$ cat src/rtl/fc_argmax_stream.sv
// Streaming argmax over one frame of NUM_CLASSES scores delivered LANES per beat.
// Reports the lowest-indexed maximum score and its class index through a valid/ready output.
module fc_argmax_stream #(
  parameter int DATA_W      = 16,
  parameter int NUM_CLASSES = 10,
  parameter int LANES       = 1,
  parameter int SIGNED      = 1,
  parameter int IDX_W       = (NUM_CLASSES > 1) ? $clog2(NUM_CLASSES) : 1
) (
  input  logic                    clk,
  input  logic                    reset,
  input  logic                    start,
  input  logic                    in_valid,
  output logic                    in_ready,
  input  logic [LANES*DATA_W-1:0] in_data,
  output logic                    out_valid,
  input  logic                    out_ready,
  output logic [IDX_W-1:0]        out_index,
  output logic [DATA_W-1:0]       out_value,
  output logic                    busy,
  output logic [1:0]              dbg_state
);

  localparam int NBEATS = (NUM_CLASSES + LANES - 1) / LANES;
  localparam int CNT_W  = $clog2(NBEATS + 1);

  typedef enum logic [1:0] {
    S_IDLE  = 2'd0,
    S_ACCUM = 2'd1,
    S_DONE  = 2'd2
  } state_e;

  state_e              state_q, state_d;
  logic [CNT_W-1:0]    beat_q, beat_d;
  logic [DATA_W-1:0]   max_q, max_d;
  logic [IDX_W-1:0]    idx_q, idx_d;
  logic [DATA_W-1:0]   beat_best_val;
  logic [IDX_W-1:0]    beat_best_idx;

  function automatic logic greater(input logic [DATA_W-1:0] a, input logic [DATA_W-1:0] b);
    if (SIGNED != 0) return $signed(a) > $signed(b);
    else             return a > b;
  endfunction

  // Best lane of the current beat; strict compare keeps the lowest lane on ties,
  // and lanes beyond the last class (padding in the final beat) never compete.
  always_comb begin
    int base;
    base          = int'(beat_q) * LANES;
    beat_best_val = in_data[DATA_W-1:0];
    beat_best_idx = IDX_W'(base);
    for (int k = 1; k < LANES; k++) begin
      if ((base + k) < NUM_CLASSES && greater(in_data[k*DATA_W +: DATA_W], beat_best_val)) begin
        beat_best_val = in_data[k*DATA_W +: DATA_W];
        beat_best_idx = IDX_W'(base + k);
      end
    end
  end

  // Handshakes: a beat transfers on a rising edge where in_valid && in_ready,
  // the result transfers where out_valid && out_ready; both ready/valid outputs
  // are decoded from state only, so nothing combinational reaches them from inputs.
  always_comb begin
    state_d = state_q;
    beat_d  = beat_q;
    max_d   = max_q;
    idx_d   = idx_q;
    case (state_q)
      S_IDLE: begin
        if (start) begin
          state_d = S_ACCUM;
          beat_d  = '0;
          max_d   = '0;
          idx_d   = '0;
        end
      end
      S_ACCUM: begin
        if (start) begin
          beat_d = '0;
          max_d  = '0;
          idx_d  = '0;
        end else if (in_valid) begin
          // Beat 0 loads unconditionally so an all-negative frame is not beaten by the cleared max.
          if (beat_q == '0 || greater(beat_best_val, max_q)) begin
            max_d = beat_best_val;
            idx_d = beat_best_idx;
          end
          if (beat_q == CNT_W'(NBEATS - 1)) state_d = S_DONE;
          else                               beat_d  = beat_q + CNT_W'(1);
        end
      end
      S_DONE: begin
        if (out_ready) begin
          if (start) begin
            state_d = S_ACCUM;
            beat_d  = '0;
            max_d   = '0;
            idx_d   = '0;
          end else begin
            state_d = S_IDLE;
          end
        end
      end
      default: state_d = S_IDLE;
    endcase
  end

  always_ff @(posedge clk or negedge reset) begin
    if (!reset) begin
      state_q <= S_IDLE;
      beat_q  <= '0;
      max_q   <= '0;
      idx_q   <= '0;
    end else begin
      state_q <= state_d;
      beat_q  <= beat_d;
      max_q   <= max_d;
      idx_q   <= idx_d;
    end
  end

  assign in_ready  = (state_q == S_ACCUM);
  assign out_valid = (state_q == S_DONE);
  assign busy      = (state_q != S_IDLE);
  assign out_index = idx_q;
  assign out_value = max_q;
  assign dbg_state = state_q;

endmodule

$ cat config.mk
export PLATFORM = sky130hd
export DESIGN_NAME = fc_argmax_stream
export DESIGN_NICKNAME = d
export VERILOG_FILES = /design/src/rtl/fc_argmax_stream.sv
export SDC_FILE = /design/constraint.sdc
export NUM_CORES = 1
export LEC_CHECK = 0
export ABC_AREA = 1
export CAP_MARGIN = 20
export CORE_MARGIN = 2
export CORE_UTILIZATION = 52
export DETAILED_ROUTE_END_ITERATION = 7
export DONT_BUFFER_PORTS = 1
export MAX_ROUTING_LAYER = met4
export PLACE_DENSITY = 0.65
export SETUP_SLACK_MARGIN = 0.5
export SLEW_MARGIN = 20
export SYNTH_ARGS = -nofsm -noshare
export SYNTH_HDL_FRONTEND = slang
export SYNTH_SLANG_ARGS = --single-unit
$ cat constraint.sdc
create_clock -name clk -period 3.8 [get_ports clk]
set_clock_uncertainty 0.15 [all_clocks]
set_input_delay 0.57 -clock clk [delete_from_list [all_inputs] [get_ports clk]]
set_output_delay 0.57 -clock clk [all_outputs]
set_load 0.1 [all_outputs]
After elaboration in Yosys (flattened, before gate mapping)

Cells that the tools add are included.

Input port bits: 21
Logic and storage cells: 53
Output and inout bits: 25
Register bits after elaboration: 26

Reduce and logical (&&, ||, !) cells: 8
Order comparisons: 1
Add/subtract/negate cells: 1
Mux-type cells: 28
Eq/ne operators: 11

Operators with widths:

| operator            | count |
|---|---|
| $mux 16             | 5 |
| $pmux 16 s3         | 1 |
| $mux 4              | 10 |
| $pmux 4 s3          | 2 |
| $gt 16x16->1        | 1 |
| $mux 2              | 5 |
| $reduce_and 4->1    | 2 |
| $ne 2x2->1 const B  | 3 |
| $ne 3x3->1 const B  | 2 |
| $pmux 2 s3          | 1 |
| $reduce_and 5->1    | 1 |
| $add 4x1->4 const B | 1 |
| $eq 4x4->1 const B  | 1 |
| $logic_not 4->1     | 1 |
| $mux 1              | 4 |
| $ne 2x1->1 const B  | 2 |
| $ne 3x2->1 const B  | 1 |
| $reduce_bool 3->1   | 1 |
| $eq 2x1->1 const B  | 1 |
| $eq 2x2->1 const B  | 1 |
| $logic_not 2->1     | 1 |
| $reduce_bool 2->1   | 1 |
| $logic_or 1x1->1    | 1 |

Longest topological paths before layout

Gate-level depths: netlist (run 1).

Depth after elaboration: 9
Depth in mapped cells: 18
Mapped depth without buffers: 17

Worst setup path after synthesis (run 1)

Ideal clock, no wire load.

Kind: register to output
Start point: register state_q[1], in the netlist dbg_state[1]
End point: output port out_valid
Path slack: 722 ps
Data required time: 3,080 ps
Data arrival time: 2,358 ps
Buffers on the path: 0
Stages on the path, launching flop included: 3
Path through: dfrtp_1 inv_2 nor2_1

Cells in the longest elaborated chain, start to end: 1

Ends and longest elaborated chain:

| element                | line | source |
|---|---|---|
| start, declared        | 33   | `state_e state_q, state_d;` |
| start signal, assigned | 115  | `state_q <= state_d;` |
| $eq 2x2->1             | 123  | `assign out_valid = (state_q == S_DONE);` |
| end, declared          | 16   | `output logic out_valid,` |

No other way between the ends.

Final worst setup path (run 1)

Start point: register state_q[0], in the netlist dbg_state[0]
End point: output port busy

Cells in the longest elaborated chain, start to end: 1

Ends and longest elaborated chain:

| element           | line | source |
|---|---|---|
| $reduce_bool 2->1 | 124  | `assign busy = (state_q != S_IDLE);` |
| end, declared     | 20   | `output logic busy,` |

No other way between the ends.

==> results of run 1 <==
==> kinds of logic after synthesis <==
group / share of synthesized area, %
AND/OR/NAND/NOR: 36.1
AO/OA/AOI/OAI: 6.09
adder cells (fa/ha/maj): 13.0
buffers and inverters: 9.23
flip-flops: 35.6
==> per-stage QoR <==
step                hold slack [ns]  cell area (um^2)  utilization, %  std cells  worst slack [ns]
floorplan                     0.124              1830               -        253             0.722
global placement              0.125              1990            59.3        309             0.949
detailed placement            0.125              1990            59.3        309             0.917
CTS                           0.227              2080            61.8        315             0.812
global route                  0.206              2080            61.8        315             0.607
finish                        0.221              2080            61.8        315             0.814
==> cell usage after synthesis, drive strengths merged, types with 3 or more instances <==
master,n
o21ai,4
buf,5
ha,19
nand4,21
nand2,81
nor2,32
nor3,3
dfrtp,26
clkbuf,6
inv,31
a21oi,11
nand3,8
==> worst reg2reg max path: stages, from the launching register on <==
cell and delay, ns:
dfrtp_1 0.35, buf_4 0.29, inv_1 0.09, ha_1 0.33, nand2_1 0.11, nor3_2 0.23
nand2_1 0.10, nand3_1 0.08, nand3_1 0.10, nand3_2 0.30, nand3_2 0.44, nand2_1 0.19
nand2_1 0.06
==> layout make-up <==
class | count | area [um^2] | share of cell area [%]
tap | 46 | 57.6 | 2.77
sequential | 26 | 651 | 31.3
timing repair buffer | 23 | 188 | 9.04
clock inverter | 1 | 30.0 | 1.45
inverter | 31 | 116 | 5.60
multi-input combinational | 185 | 1010 | 48.7
clock buffer | 3 | 22.5 | 1.08
==> flip-flops by register name (all words and copies together) (netlist names) <==
signal / cells
beat_q: 4
dbg_state: 2
out_index: 4
out_value: 16
==> how the worst max path moves through the flow <==
stage / startpoint / endpoint / depth (start not counted)
5_1_grt: out_value[15]$_DFFE_PN0P_ / out_index[0]$_DFFE_PN0P_ / 12
2_1_floorplan: dbg_state[1]$_DFFE_PN0P_ / out_valid / 2
3_3_place_gp: out_value[3]$_DFFE_PN0P_ / out_index[2]$_DFFE_PN0P_ / 15
3_5_place_dp: out_value[3]$_DFFE_PN0P_ / out_value[13]$_DFFE_PN0P_ / 15
4_1_cts: dbg_state[0]$_DFFE_PN0P_ / busy / 2
6_report: dbg_state[0]$_DFFE_PN0P_ / busy / 2
==> per-layer routing <==
layer | up-vias | GRT usage, % | part of all wire (%)
li1 | 848 | - | -
met1 | 754 | 27.3 | 45
met2 | 36 | 37.1 | 48
met3 | 5 | 4.64 | 5.6
met4 | 0 | 6.52 | 1.2
met5 | - | - | 0
==> metrics.txt, run 1 <==
number of buffers added for setup after CTS 0; Clock H-tree levels 1; Synth Net Count 293; commonest non-fill, non-tap cell in the layout nand2_1; startpoint type of the worst setup path register; number of global-route vias before repair 1567; share of the yosys chip area belonging to registers 35.6%; crit path time final 2.99 ns; port bufs 0; Tightest Pin Transition 1.05 ns; WHS Path Cells 2; Critical-path top delay cell dfrtp_1; first-pass iteration count of the detailed router 5; fill count 335; HP Start start; clock transition at the registers of the reported paths 0.14 ns; synthesized instance count 253; final global-route overflow total 0; area share of the leading cell type in the synthesized netlist 35.6%; number of warnings reported in the yosys synthesis log 0; top achievable clock speed 0.335 GHz; netlist area before placement 0.00183 mm^2; flop-to-flop setup slack 0.88 ns; cell-by-cell trace of the critical path inv_2, nand2_1; Critical Path Sink Type primary output; highest cell delay on the worst timing path 1.06 ns; HPWL reported at the end of detailed placement 2.95 mm; final layout net count 310; number of unique standard cell types used by synthesis 28; clock tree from TritonCTS built; worst reg2reg path depth 12; max capacitance violation total 0; count of flip-flops with a built-in enable after synthesis 0; final setup fails 0; hold path endpoint dbg_state[0]$_DFFE_PN0P_; number of diodes added for antenna fixing 0; total count of max-transition violations in the final report 0; pin count of the biggest net entering global routing 27; endpoint arrival time on the critical path 2.27 ns; setup repair after global routing missed its margin no; startpoint of the most critical register-to-register path out_value[15]$_DFFE_PN0P_; buffering stage count on the worst path with inverters included 1; Avg Vias per Cell 5.22; routed wire length 4.09 mm; via count of the routed design 1643; Area Overhead vs Synth 13.5%; final period utilization 78.6%; final-layout setup total negative slack 0 ns; post-DR wirelength/cell 13.0 um; hold_buf cts 2; Max-slew headroom 30.2%; root buffer cell clkbuf_4; worst setup path category register to primary output; required time of the critical path 3.08 ns; R2R Path End out_value[13]$_DFFE_PN0P_; Die Span X 63.3 um; hold crit path type primary input to register; Mean Syn Cell Area 7.23 um^2; Top delay family on crit path flip-flops; Die Height 63.3 um; drt first-iter violations 117; I/O pin count 46; Cell Rows 21; outcome completed; share of async-settable or async-resettable flops after synthesis 100%; layout cells sized above 1 14.9%; floorplan die area 0.00401 mm^2; Final Hold Violating Endpoints 0; DRC violation count after routing 0; final estimated routing congestion in global placement 0.813; CTS buffer count 3; worst skew pair latency 0.35 ns; global-route wire length before repair 6.96 mm; global router's overall resource usage 22.3%; commonest cells after routing, fill and taps aside nand2_1 (79), nor2_1 (29), inv_1 (28); deepest clock path buffer count 2; number of instances resized during post-cts repair 0; core region area 0.00336 mm^2; cell type contributing the most total cell area after synthesis dfrtp_1; initial antenna violation count 0; Starting Density 54.4%; ANT nets after route 0; Synth Register Bits 26; critical path peak fanout 5; CTS sink count 26; leading cell types by total area after synthesis dfrtp_1 (36%), nand2_1 (16%), ha_1 (13%), nand4_1 (7.2%), nor2_1 (6.2%); most used flip-flop cell after synthesis dfrtp_1
Power of run 1 is not shown: default switching activity piles up to over one toggle a cycle in this logic, so the estimate is an artifact.
==> run 2, diff against run 1 <==
--- a/config.mk
+++ b/config.mk
@@ -12,7 +12,7 @@
 export DETAILED_ROUTE_END_ITERATION = 7
 export DONT_BUFFER_PORTS = 1
 export MAX_ROUTING_LAYER = met4
-export PLACE_DENSITY = 0.65
+export PLACE_DENSITY = 0.68
 export SETUP_SLACK_MARGIN = 0.5
 export SLEW_MARGIN = 20
 export SYNTH_ARGS = -nofsm -noshare
==> constraint.sdc (replaced) <==
create_clock -name clk -period 2.6 [get_ports clk]
set_clock_uncertainty 0.15 [all_clocks]
set_input_delay 0.39 -clock clk [delete_from_list [all_inputs] [get_ports clk]]
set_output_delay 0.39 -clock clk [all_outputs]
set_load 0.1 [all_outputs]
==> metrics.txt, run 2 (synthesis results as in run 1) <==
first-pass iteration count of the detailed router 4; initial antenna violation count 0; Avg Vias per Cell 5.54; max capacitance violation total 0; routed wire length 5.29 mm; met1 routing resource usage after global routing 28.5%; outcome completed; commonest cells after routing, fill and taps aside nand2_1 (65), buf_4 (29), nor2_1 (27); setup repair after global routing missed its margin yes; floorplan die area 0.00401 mm^2; HPWL reported at the end of detailed placement 3.13 mm; drt first-iter violations 128; post-DR wirelength/cell 16.0 um; CTS sink count 26; final-layout setup total negative slack 0 ns; number of global-route vias before repair 1703; final estimated routing congestion in global placement 0.855; commonest non-fill, non-tap cell in the layout nand2_1; worst setup path category register to register; cell-by-cell trace of the critical path inv_2, ha_4, nand4_1, nor3_4, buf_4, nand3_2, nand3_2, nand3_4, clkbuf_16, nand4_1, nand2_1; crit path time final 2.35 ns; endpoint arrival time on the critical path 2.42 ns; required time of the critical path 2.66 ns; grt met3 use 3.39%; clock tree from TritonCTS built; critical path peak fanout 7; ANT nets after route 0; clock transition at the registers of the reported paths 0.15 ns; I/O pin count 46; deepest clock path buffer count 2; Critical Path Sink Type register; root buffer cell clkbuf_4; final period utilization 90.4%; Area Overhead vs Synth 39.1%; final setup fails 0; Die Height 63.3 um; Cell Rows 21; worst skew pair latency 0.33 ns; Clock H-tree levels 1; final layout net count 325; Starting Density 54.4%; grt met2 use 42.7%; startpoint type of the worst setup path register; Final Hold Violating Endpoints 0; number of flip-flops under the largest register name 16; buffering stage count on the worst path with inverters included 3; highest cell delay on the worst timing path 0.44 ns; Top delay family on crit path simple AND/OR/NAND/NOR gates; Critical-path top delay cell dfrtp_4; pin count of the biggest net entering global routing 27; Max-slew headroom 38.6%; Most Crowded Layer GR met2; port bufs 0; Tightest Pin Transition 0.922 ns; global router's overall resource usage 24.0%; top achievable clock speed 0.425 GHz; number of diodes added for antenna fixing 0; Die Span X 63.3 um; layout cells sized above 1 40.8%; final global-route overflow total 0; core region area 0.00336 mm^2; DRC violation count after routing 0; fill count 269; total count of max-transition violations in the final report 0; hold crit path type primary input to register; CTS buffer count 3; final cell utilization of the core 75.7%; via count of the routed design 1829; global-route wire length before repair 7.48 mm
## run 2: cell count changes in the layout (fill, tap and decap cells not counted), moves of 8 or more
cell     previous run  this run
ha_4                0         9
ha_1               19        10
inv_1              28        20
nand2_2             2        15
buf_4              21        29
dfrtp_4             0        11
dfrtp_1            26         8
nand2_1            79        65
## run 2: repair_timing
action,in CTS,in global routing
resized for setup,10,46
setup endpoints to repair,21,24
hold buffers,2,0
hold endpoints to repair,26,0
gates cloned,1,4
pin swaps,0,14
setup buffers,0,5
## run 2: layout make-up
cell class | instances | area (um^2) | area share, %
Timing Repair Buffer | 35 | 338 | 13.3
Multi-Input combinational cell | 188 | 1300 | 51.0
Sequential cell | 26 | 701 | 27.5
Tap cell | 46 | 57.6 | 2.26
Inverter | 31 | 124 | 4.87
Clock buffer | 4 | 26.3 | 1.03
## run 2: stage by stage
stage	hold slack [ns]	instances	setup WS, ns	area [um^2]
after floorplan	-0.0556	253	0.384	1920
after global placement	-0.0551	314	0.333	2120
after detailed placement	-0.0551	314	0.280	2120
after CTS	0.0426	321	0.420	2230
after global routing	0.0261	330	0.172	2540
final	0.0342	330	0.249	2540
## run 2: metal layers
| metal | part of all wire (%) | vias to the layer above |
|---|---|---|
| met5 | 0 | - |
| met4 | 3.3 | 0 |
| met3 | 6.9 | 16 |
| met2 | 51 | 58 |
| met1 | 39 | 863 |
| li1 | - | 892 |
## run 2: worst reg2reg max path, delay by kind of cell, from the launching register on
| kind | cells | cell delay [ns] |
|---|---|---|
| adders and majority gates | 1 | 0.27 |
| buffers and inverters | 3 | 0.42 |
| and+or+nand+nor | 7 | 0.96 |
| DFF | 1 | 0.44 |
## run 2: worst paths after layout
path                       cells after the start                      from  slack (ns)                       end
max reg2reg                                   11  out_value[9]$_DFFE_PN0P_        0.25  out_value[1]$_DFFE_PN0P_
min in group asynchronous                      2                     reset        0.32     beat_q[3]$_DFFE_PN0P_
min                                            2                     start        0.03  dbg_state[0]$_DFFE_PN0P_
max in group asynchronous                      2                     reset        1.78  out_value[1]$_DFFE_PN0P_
min reg2reg                                    2     beat_q[2]$_DFFE_PN0P_        0.47     beat_q[2]$_DFFE_PN0P_
max                                           11  out_value[9]$_DFFE_PN0P_        0.25  out_value[1]$_DFFE_PN0P_
Power of run 2 is left out for the same reason.
